--- src/rtl/dmem_dma.sv ---
// Block COPY / FILL / CMP engine mastering both ports of the dual-port dmem.
// One word per clock; start/busy/done handshake, addresses wrap mod 2**AW.
module dmem_dma #(
   parameter int AW = 9,
   parameter int DW = 32
) (
   input  logic          ck,
   input  logic          rst,
   input  logic          start,
   input  logic [1:0]    mode,
   input  logic [AW-1:0] src,
   input  logic [AW-1:0] dst,
   input  logic [AW:0]   len,
   input  logic [DW-1:0] fill_val,
   output logic          busy,
   output logic          done,
   output logic          mismatch,
   output logic [AW-1:0] mis_idx,
   output logic          cena,
   output logic          wena,
   output logic [AW-1:0] adra,
   output logic [DW-1:0] inpa,
   input  logic [DW-1:0] outa,
   output logic          cenb,
   output logic          wenb,
   output logic [AW-1:0] adrb,
   output logic [DW-1:0] inpb,
   input  logic [DW-1:0] outb
);

   typedef enum logic [1:0] {IDLE, RUN, DONE} state_t;
   typedef enum logic [1:0] {
      M_COPY = 2'd0,
      M_FILL = 2'd1,
      M_CMP  = 2'd2,
      M_RSVD = 2'd3
   } mode_t;

   localparam logic [AW:0]   ONE_L = 1;
   localparam logic [AW-1:0] ONE_A = 1;

   state_t        state, state_n;
   mode_t         mode_r;
   logic [AW-1:0] src_r, dst_r;
   logic [AW:0]   len_r, cnt;
   logic [DW-1:0] fill_r;
   logic          desc_r;

   logic [AW-1:0] diff, last_off, off;
   logic          accept, go_run, overlap, last_word, cmp_hit;

   always_comb begin
      accept    = (state == IDLE) && start;
      go_run    = (len != '0) && (mode_t'(mode) != M_RSVD);
      diff      = dst - src;
      // Destination starting inside the source window: walk top-down so every
      // source word is read before it can be overwritten.
      overlap   = (dst != src) && ({1'b0, diff} < len);
      last_off  = len_r[AW-1:0] - ONE_A;
      off       = desc_r ? (last_off - cnt[AW-1:0]) : cnt[AW-1:0];
      last_word = (cnt == len_r - ONE_L);
      cmp_hit   = (state == RUN) && (mode_r == M_CMP) && (outa != outb);
   end

   always_ff @(posedge ck) begin
      if (rst) state <= IDLE;
      else     state <= state_n;
   end

   always_comb begin
      state_n = state;
      case (state)
         IDLE:    if (start) state_n = go_run ? RUN : DONE;
         RUN:     if (last_word || cmp_hit) state_n = DONE;
         DONE:    state_n = IDLE;
         default: state_n = IDLE;
      endcase
   end

   always_ff @(posedge ck) begin
      if (rst) begin
         mode_r   <= M_COPY;
         src_r    <= '0;
         dst_r    <= '0;
         len_r    <= '0;
         fill_r   <= '0;
         desc_r   <= 1'b0;
         cnt      <= '0;
         mismatch <= 1'b0;
         mis_idx  <= '0;
      end else if (accept) begin
         mode_r   <= mode_t'(mode);
         src_r    <= src;
         dst_r    <= dst;
         len_r    <= len;
         fill_r   <= fill_val;
         desc_r   <= overlap && (mode_t'(mode) == M_COPY);
         cnt      <= '0;
         mismatch <= 1'b0;
         mis_idx  <= '0;
      end else if (state == RUN) begin
         cnt <= cnt + ONE_L;
         if (cmp_hit) begin
            mismatch <= 1'b1;
            mis_idx  <= off;
         end
      end
   end

   always_comb begin
      busy = (state == RUN);
      done = (state == DONE);
      cena = 1'b0;
      wena = 1'b0;
      cenb = 1'b0;
      wenb = 1'b0;
      adra = '0;
      adrb = '0;
      inpa = '0;
      inpb = '0;
      if (state == RUN) begin
         adra = src_r + off;
         adrb = dst_r + off;
         // A reset edge aborts the transfer before the in-flight word commits.
         cena = !rst && (mode_r != M_FILL);
         cenb = !rst;
         wenb = !rst && (mode_r != M_CMP);
         case (mode_r)
            M_COPY:  inpb = outa;
            M_FILL:  inpb = fill_r;
            default: inpb = '0;
         endcase
      end
   end

endmodule
--- config.mk ---
export PLATFORM = sky130hd
export DESIGN_NAME = dmem_dma
export DESIGN_NICKNAME = d
export VERILOG_FILES = /design/src/rtl/dmem_dma.sv
export SDC_FILE = /design/constraint.sdc
export NUM_CORES = 1
export LEC_CHECK = 0
export CORE_AREA = 2 2 116 118
export CTS_CLUSTER_DIAMETER = 40
export DETAILED_ROUTE_END_ITERATION = 10
export DIE_AREA = 0 0 118 120
export GPL_TIMING_DRIVEN = 0
export PLACE_DENSITY = 0.93
export SYNTH_ARGS = -nofsm -noshare
export SYNTH_HDL_FRONTEND = slang
export SYNTH_SLANG_ARGS = --single-unit
--- constraint.sdc ---
create_clock -name ck -period 10.9 [get_ports ck]
set_input_delay 2.18 -clock ck [delete_from_list [all_inputs] [get_ports ck]]
set_output_delay 2.18 -clock ck [all_outputs]
set_load 0.02 [all_outputs]
======== Word-level counts from Yosys, hierarchy flattened ========
Index checks and enable logic that the tools add are counted.
storage, ports and cells
  output and inout port bits .............. 98
  logic and storage cells ................. 59
  bits of input ports ..................... 129
  flip-flop bits (word level) ............. 85
operators by class
  muxes and demuxes ....................... 12
  equal/unequal tests ..................... 12
  reductions and logical operators ........ 17
  add/sub/neg operators ................... 7
  $lt $le $gt $ge ......................... 1
operator list
  cell                                                    number
  case mux 32 bit (2 select lines)                        1
  2-to-1 mux 32 bit                                       1
  inequality test 32 bit                                  1
  2-to-1 mux 9 bit                                        3
  adder 9 bit                                             2
  subtractor 9 bit                                        2
  adder 10 x 1 -> 10 bit (second input constant)          1
  equality test 10 bit                                    1
  < comparator 9 x 10 -> 1 bit                            1
  nonzero test 10 bit                                     1
  subtractor 10 x 1 -> 10 bit (second input constant)     1
  inequality test 9 bit                                   1
  subtractor 9 x 1 -> 9 bit (second input constant)       1
  logical AND 1 bit                                       8
  zero test 2 bit                                         3
  2-to-1 mux 2 bit                                        3
  inequality test 2 bit (second input constant)           3
  equality test 2 x 1 -> 1 bit (second input constant)    2
  equality test 2 bit (second input constant)             2
  inequality test 2 x 1 -> 1 bit (second input constant)  2
  case mux 2 bit (2 select lines)                         1
  AND reduction 2 bit                                     2
  2-to-1 mux 1 bit                                        3
  OR reduction 2 bit                                      1
  2 further kinds                                         2

======== Depth between registers and ports, before layout ========
Gate-level depths: netlist of the first run.
  word-level depth ........................ 6
  gate-level depth with buffers ........... 15
  mapped depth without buffers ............ 15

======== Worst setup path before layout of the first run ========
No wires, ideal clock.
  kind .................................... reg2out
  start point ............................. register cnt[2]
  end point ............................... output port adra[8]
  arrival time ............................ 3.393 ns
  slack ................................... 5.327 ns
  cell stages (with the launch flop) ...... 14
  data required time ...................... 8.720 ns
  buffers on the path ..................... 0
  path through ............................ dfxtp_1 > inv_1 > ha_1 > nor2b_1 > o31a_1 > o21a_1 > or3_1 > a31o_2 > ha_1 > o21ai_0 > a31oi_1 > or3_1 > o311ai_0 > nor3b_1
between the ends
  cells in the longest elaborated chain, start to end .. 4
ends and longest elaborated chain
  item                    RTL line  text
  from (decl)             45        logic [AW:0] len_r, cnt;
  from (signal assigned)  102       cnt <= cnt + ONE_L;
  subtractor 9 bit        60        off = desc_r ? (last_off - cnt[AW-1:0]) : cnt[AW-1:0];
  2-to-1 mux 9 bit        60
  via off[6]              49        logic [AW-1:0] diff, last_off, off;
  adder 9 bit             122       adra = src_r + off;
  2-to-1 mux 9 bit        121       if (state == RUN) begin
  to (decl)               21        output logic [AW-1:0] adra,
The timed path passes the listed nets, and every way through them passes these cells.

======== Final worst setup path of the first run ========
Same ends and word-level chain as after synthesis.

==> flow_summary.ini, run 1 <==
[power_and_ir_drop]
p_switching_w = 0.000350
seq_power_share_pct = 34.1
pwr-share-clk_pct = 30.7
vdd_drop_max_mv = 0.0727
powerDensity_nw_per_um2 = 115
power.share.switching_pct = 34.2
leakage_nw = 3.55
power_frac_comb_pct = 35.2
p_int_w = 0.000673

[drt]
final_antenna_net_count = 0
avgViaCountPerCell = 5.45
wirelength_um = 20500
drtIter0Drc = 394
wl_per_cell_um = 16.4
routed-via-count = 6832
firstDrtPassIters = 8
remaining_drc_errors = 0

[sta]
setup-tns-final_ns = 0
layout_setup_ws_ns = 3.72
rsz0062_at_grt = false
finalMaxSlewViolations = 0
finClkSkew_ns = 0.00882
clock.fmax_mhz = 139
period_share_pct = 65.8
hold_viol_final = 0
setup_viol = 0
max-slew-margin-rel_pct = 19.5
tightest_slew_ns = 1.19
period_needed_ns = 7.18

[synth]
synth_xor_area_share_pct = 9.46
ys_ff_latch = 85
netlist_area_um2 = 6290
synth_adder_area_share_pct = 9.82
synthMuxAreaShare_pct = 6.36
synth_compound_area_share_pct = 15.9
ys_seq_area_share_pct = 27.0
ys_warn_count = 0
synthArstFlopShare_pct = 0
syn_avg_cell_area_um2 = 7.53
synth_top_family_by_area = simple AND/OR/NAND/NOR gates
yosys.area_share.simple_pct = 22.4
synth_edf_count = 0
synth_area_leaders = dfxtp_1 27%, nand2_1 8.6%, ha_1 8.5%
yosysTopAreaCell = dfxtp_1
yosys.cell_types.count = 56
synth_top_area_share_pct = 27.0
syn_inst = 836
yosys_most_used_dff = dfxtp_1

[cells_and_area]
drive_above_1_share_pct = 5.11
fin_cells = 1253
fillers = 1007
nNetsFinal = 1248
layout_commonest_cell = clkdlybuf4s50_1
fin_area_um2 = 8860
antenna_cells = 0
final_cell_mix = 193 x clkdlybuf4s50_1, 144 x nand2_1, 85 x a21oi_1, 85 x dfxtp_1, 80 x nor2_1
area_growth_pct = 40.8

[floorplan]
placementRows = 42
initial_core_util_pct = 48.5
die_w_um = 118
die-area_um2 = 14200
ios = 227
core_area_um2 = 13000
die_h_um = 120

[run_status]
outcome = complete, no violations

[placement]
post-place-cells = 1237
gp_congestion = 0.928
place_area_um2 = 8570
place_ws_ns = 4.41
hpwl_um = 16200
io_buffers = 193

[grt]
grt_pass1_wl_um = 31900
grt_pass1_vias = 6458
track_usage_pct = 28.1
overflow = 0
grt_max_degree = 16
antenna_found_initial = 0

[hold_path]
min_to = fill_r[31]$_SDFFE_PP0P_
hold_class = reg2reg
hold_start = fill_r[31]$_SDFFE_PP0P_
hold_depth = 2

[worst_setup_path]
critPathKind = reg2out
timing.critical_path.to_type = output port
crit_required_ns = 8.72
timing.rr.start = cnt[2]$_SDFFE_PP0P_
timing.rr.end = mis_idx[7]$_SDFFE_PP0P_
worstPathArrival_ns = 5.00
crit_path_max_fanout = 5
start_kind = flop
reg2reg_depth = 8
reg2reg_slack_ns = 7.94

[cts]
cts.sinks = 85
clk_latency_ns = 0.34
cts_setup_buffers = 0
clk_pin_slew_worst_paths_ns = 0.07
clockRootBuffer = clkbuf_16
cts.repair.resized = 0
clockBufferDepth = 2
ctsHoldBuffers = 0
cts_tree = done
htree_levels = 3
cts_buffers = 9

[flow_run]
cap_violations = 0
[area by class of cell]
type | instances | area [um2] | area share [%]
multi-input combinational | 667 | 4140 | 46.7
timing repair buffer | 193 | 1930 | 21.8
sequential | 85 | 1700 | 19.2
buffer | 71 | 400 | 4.52
clock buffer | 9 | 225 | 2.54
tap | 176 | 220 | 2.48
inverter | 45 | 169 | 1.91
clock inverter | 7 | 72.6 | 0.819
[sequential cells by signal, indices dropped and copies added (netlist names)]
signal / flops
mismatch: 1
src_r: 9
dst_r: 9
mode_r: 2
desc_r: 1
mis_idx: 9
cnt: 10
fill_r: 32
state: 2
len_r: 10
[how the worst max path moves through the flow]
stage	cells after the start	from	end	slack, ns
3_3_place_gp	13	cnt[2]$_SDFFE_PP0P_	adrb[8]	4.55
2_1_floorplan	13	cnt[2]$_SDFFE_PP0P_	adra[8]	5.33
4_1_cts	13	cnt[2]$_SDFFE_PP0P_	adra[8]	3.95
3_5_place_dp	13	cnt[2]$_SDFFE_PP0P_	adra[8]	4.41
6_report	13	cnt[2]$_SDFFE_PP0P_	adra[8]	3.72
5_1_grt	13	cnt[2]$_SDFFE_PP0P_	adra[8]	3.64
[synth_stat cells (2+ instances only)]
library cell / number
fa_1: 4
buf_2: 2
a21oi_1: 85
nand4_1: 15
a31oi_1: 4
a2111oi_0: 3
buf_1: 5
xor2_1: 13
nand2_1: 144
o311ai_0: 4
nor2b_1: 11
nand3_1: 9
a2111o_1: 2
and2_1: 3
a211oi_1: 4
nor4_1: 9
a21o_1: 6
nand2b_1: 8
or3_1: 6
inv_1: 45
buf_4: 33
o2111ai_1: 2
and3_1: 8
a221oi_1: 2
ha_1: 43
o21ai_0: 20
o21bai_1: 4
dfxtp_1: 85
o211ai_1: 4
xnor2_1: 55
a211o_1: 2
nor3b_1: 5
nor2_1: 80
a21boi_0: 2
o21a_1: 6
nand3b_1: 2
mux2i_1: 40
nor3_1: 14
clkbuf_1: 30
[per-layer routing]
layer	vias up	global-route usage [%]	share of wire, %
met5	-	0	0
met4	0	13.1	4.2
met3	69	3.52	6.9
met2	324	49.1	49
met1	3174	34.5	40
li1	3265	-	-
[logic make-up after synthesis]
| family | Yosys count |
|---|---|
| AO/OA/AOI/OAI | 162 |
| XOR/XNOR | 68 |
| adder cells (fa/ha/maj) | 47 |
| buffers and inverters | 116 |
| flip-flops | 85 |
| multiplexers | 40 |
| other | 1 |
| AND/OR/NAND/NOR | 317 |
[critical path, cell delays in order (launching register included)]
cell and delay, ns:
dfxtp_1 0.41, inv_1 0.14, ha_1 0.36, o21ai_0 0.11, o21bai_1 0.32, a31oi_1 0.14
o311ai_0 0.98, ha_1 0.43, o21ai_0 0.09, a31oi_1 0.08, o21ai_0 0.32, a2111oi_0 0.18
nor3b_1 0.41, clkdlybuf4s50_1 0.68
[stage by stage]
stage / hold WS, ns / total power [W] / util, %
CTS: 0.460 / 0.00101 / 68.3
finish: 0.459 / 0.00102 / 68.3
detailed placement: 0.450 / 0.000706 / 66.0
global route: 0.469 / 0.00106 / 68.3
global placement: 0.437 / 0.000695 / 66.0
floorplan: 0.436 / 0.000567 / -
[power by group through the flow]
stage / registers (W) / clock network [W] / logic (W)
finish: 0.000348 / 0.000314 / 0.000360
CTS: 0.000348 / 0.000311 / 0.000355
global placement: 0.000354 / 0 / 0.000341
floorplan: 0.000349 / 0 / 0.000218
global route: 0.000350 / 0.000324 / 0.000389
detailed placement: 0.000355 / 0 / 0.000351
(Power assumes the default switching activity.)
==> run 2: changes to the inputs <==
==> config.mk (replaced) <==
export PLATFORM = sky130hd
export DESIGN_NAME = dmem_dma
export DESIGN_NICKNAME = d
export VERILOG_FILES = /design/src/rtl/dmem_dma.sv
export SDC_FILE = /design/constraint.sdc
export NUM_CORES = 1
export LEC_CHECK = 0
export CORE_AREA = 2 2 126 128
export CTS_CLUSTER_DIAMETER = 40
export DETAILED_ROUTE_END_ITERATION = 10
export DIE_AREA = 0 0 128 130
export GPL_TIMING_DRIVEN = 0
export PLACE_DENSITY = 0.85
export SYNTH_ARGS = -nofsm -noshare
export SYNTH_HDL_FRONTEND = slang
export SYNTH_SLANG_ARGS = --single-unit
==> constraint.sdc (replaced) <==
create_clock -name ck -period 6.39 [get_ports ck]
set_input_delay 1.278 -clock ck [delete_from_list [all_inputs] [get_ports ck]]
set_output_delay 1.278 -clock ck [all_outputs]
set_load 0.02 [all_outputs]
==> run 2 against run 1 <==
Effect of this change:
- flip-flop and latch count unchanged
- final area is 0.56% higher
- power is 74% higher
- sequential share of layout area is 0.11 points lower
- worst hold slack lost 0.015 ns
- first-iteration DRC count decreased by 22%
- clock power is 83% higher
- combinational power is 68% higher
- sequential power rose by 70%
==> flow_summary.ini, run 2 (synthesized netlist as in run 1, its figures left out) <==
[cells_and_area]
fillers = 1420
post-route-util_pct = 57.8
top_register = fill_r
antenna_cells = 0
nNetsFinal = 1248
drive_above_1_share_pct = 4.92
final_cell_mix = 193 x clkdlybuf4s50_1, 144 x nand2_1, 85 x a21oi_1, 85 x dfxtp_1, 80 x nor2_1
area_growth_pct = 41.6
layout_commonest_cell = clkdlybuf4s50_1
top_regs = fill_r (32), cnt (10), len_r (10)
largest_reg_flops = 32

[sta]
finalMaxSlewViolations = 0
setup-tns-final_ns = 0
hold_viol_final = 0
setup_viol = 0
rsz0062_at_grt = false
max-slew-margin-rel_pct = 44.5
period_share_pct = 94.2
period_needed_ns = 6.02
clock.fmax_mhz = 166
tightest_slew_ns = 0.824
finClkSkew_ns = 0.00553

[power_and_ir_drop]
vdd_drop_max_mv = 0.151
p_int_w = 0.00121
power.share.switching_pct = 32.0
power_w = 0.00178
leakage_nw = 3.57
pwr-share-clk_pct = 32.5
powerDensity_nw_per_um2 = 199
power_frac_comb_pct = 34.1
seq_power_share_pct = 33.4
p_switching_w = 0.000568

[cts]
cts_buffers = 9
clk_latency_ns = 0.34
clk_pin_slew_worst_paths_ns = 0.06
clockRootBuffer = clkbuf_16
cts_setup_buffers = 0
cts.sinks = 85
clockBufferDepth = 2
cts_tree = done
htree_levels = 3

[floorplan]
initial_core_util_pct = 40.8
core_area_um2 = 15400
placementRows = 46
die_h_um = 130
die_w_um = 128
die-area_um2 = 16600
ios = 227

[worst_setup_path]
worstPathArrival_ns = 4.74
crit_slowest_cell = clkdlybuf4s50_1
cp-startpoint = cnt[2]$_SDFFE_PP0P_
slowest_delay_ns = 0.59
crit_required_ns = 5.11
crit_chain = inv_1 -> ha_1 -> o21ai_0 -> o21bai_1 -> a21oi_1 -> o221ai_1 -> ha_1 -> and3_1 -> a21oi_1 -> a31oi_1 -> or3_1 -> a2111oi_0 -> nor3b_1 -> clkdlybuf4s50_1
reg2reg_slack_ns = 3.60
critPathBufInv = 2
timing.critical_path.to_type = output port
crit_path_max_fanout = 5
critPathTopFamily = compound AO/OA/AOI/OAI gates
critPathKind = reg2out
timing.rr.end = state[0]$_SDFFE_PP0P_
timing.rr.start = len_r[1]$_SDFFE_PP0P_
start_kind = flop
reg2reg_depth = 8

[drt]
firstDrtPassIters = 7
final_antenna_net_count = 0
routed-via-count = 6562
wirelength_um = 19800
remaining_drc_errors = 0
avgViaCountPerCell = 5.17
wl_per_cell_um = 15.6
drtIter0Drc = 307

[grt]
grt_max_degree = 14
grt_pass1_wl_um = 31400
antenna_found_initial = 0
overflow = 0
grt_pass1_vias = 6455
track_usage_pct = 23.8

[placement]
hpwl_um = 16300
gp_congestion = 0.904
io_buffers = 193

[flow_run]
cap_violations = 0

[hold_path]
min_to = mismatch$_SDFFE_PP0P_
hold_start = mismatch$_SDFFE_PP0P_
hold_depth = 2
hold_class = reg2reg

[run_status]
outcome = complete, no violations
[run 2: cell types whose count changed in the layout (fill, tap and decap cells not counted)]
cell / before / now
clkinvlp_4: 2 / 1
clkbuf_8: 0 / 2
clkinv_2: 2 / 0
bufinv_16: 1 / 2
inv_6: 2 / 0
clkbuf_1: 30 / 32
o311ai_1: 1 / 2
o311ai_0: 4 / 3
[run 2: layer usage]
layer | routed length (um) | part of all wire, % | global-route usage [%]
met5 | 0 | 0 | 0
met4 | 771 | 3.9 | 10.1
met3 | 1430 | 7.2 | 6.60
met2 | 9870 | 50 | 43.3
met1 | 7780 | 39 | 26.2
[run 2: worst max path at each step]
stage          slack [ns]  cells past startpoint  endpoint
4_1_cts              0.27                     13   adra[8]
5_1_grt              0.05                     14   adra[8]
3_5_place_dp         0.71                     13   adra[8]
6_report             0.37                     14   adra[8]
3_3_place_gp         0.71                     13   adra[8]
2_1_floorplan        1.72                     13   adra[8]
[run 2: final cells by class]
type	instances	area (um2)	share of cell area (%)
timing repair buffer	193	1930	21.7
clock inverter	3	67.6	0.758
multi-input combinational	667	4140	46.5
tap	192	240	2.69
clock buffer	13	260	2.92
inverter	45	169	1.89
sequential	85	1700	19.1
buffer	71	400	4.49
[run 2: power by group through the flow]
stage	Sequential, W	Combinational, W	Clock (W)
floorplan	0.000596	0.000371	0
global placement	0.000602	0.000586	0
detailed placement	0.000604	0.000598	0
CTS	0.000592	0.000602	0.000578
global route	0.000597	0.000664	0.000600
finish	0.000593	0.000606	0.000576
[run 2: worst min-delay path: stages (launching register included)]
cell and delay (ns):
dfxtp_1 0.31, inv_1 0.05, a21oi_1 0.05
[run 2: what timing repair did]
action                                 4_1_cts  5_1_grt
setup endpoints to repair                    0        2
endpoints found under the hold margin        0        0
resized for setup                            0        1
hold buffers                                 0        0
[run 2: through the flow]
step	area (um2)	hold slack, ns	instances	worst slack [ns]
after CTS	8910	0.450	1269	0.268
after global placement	8590	0.434	1253	0.711
final	8910	0.444	1269	0.371
after detailed placement	8590	0.440	1253	0.705
after global routing	8910	0.470	1269	0.0479
after floorplan	6410	0.436	868	1.72
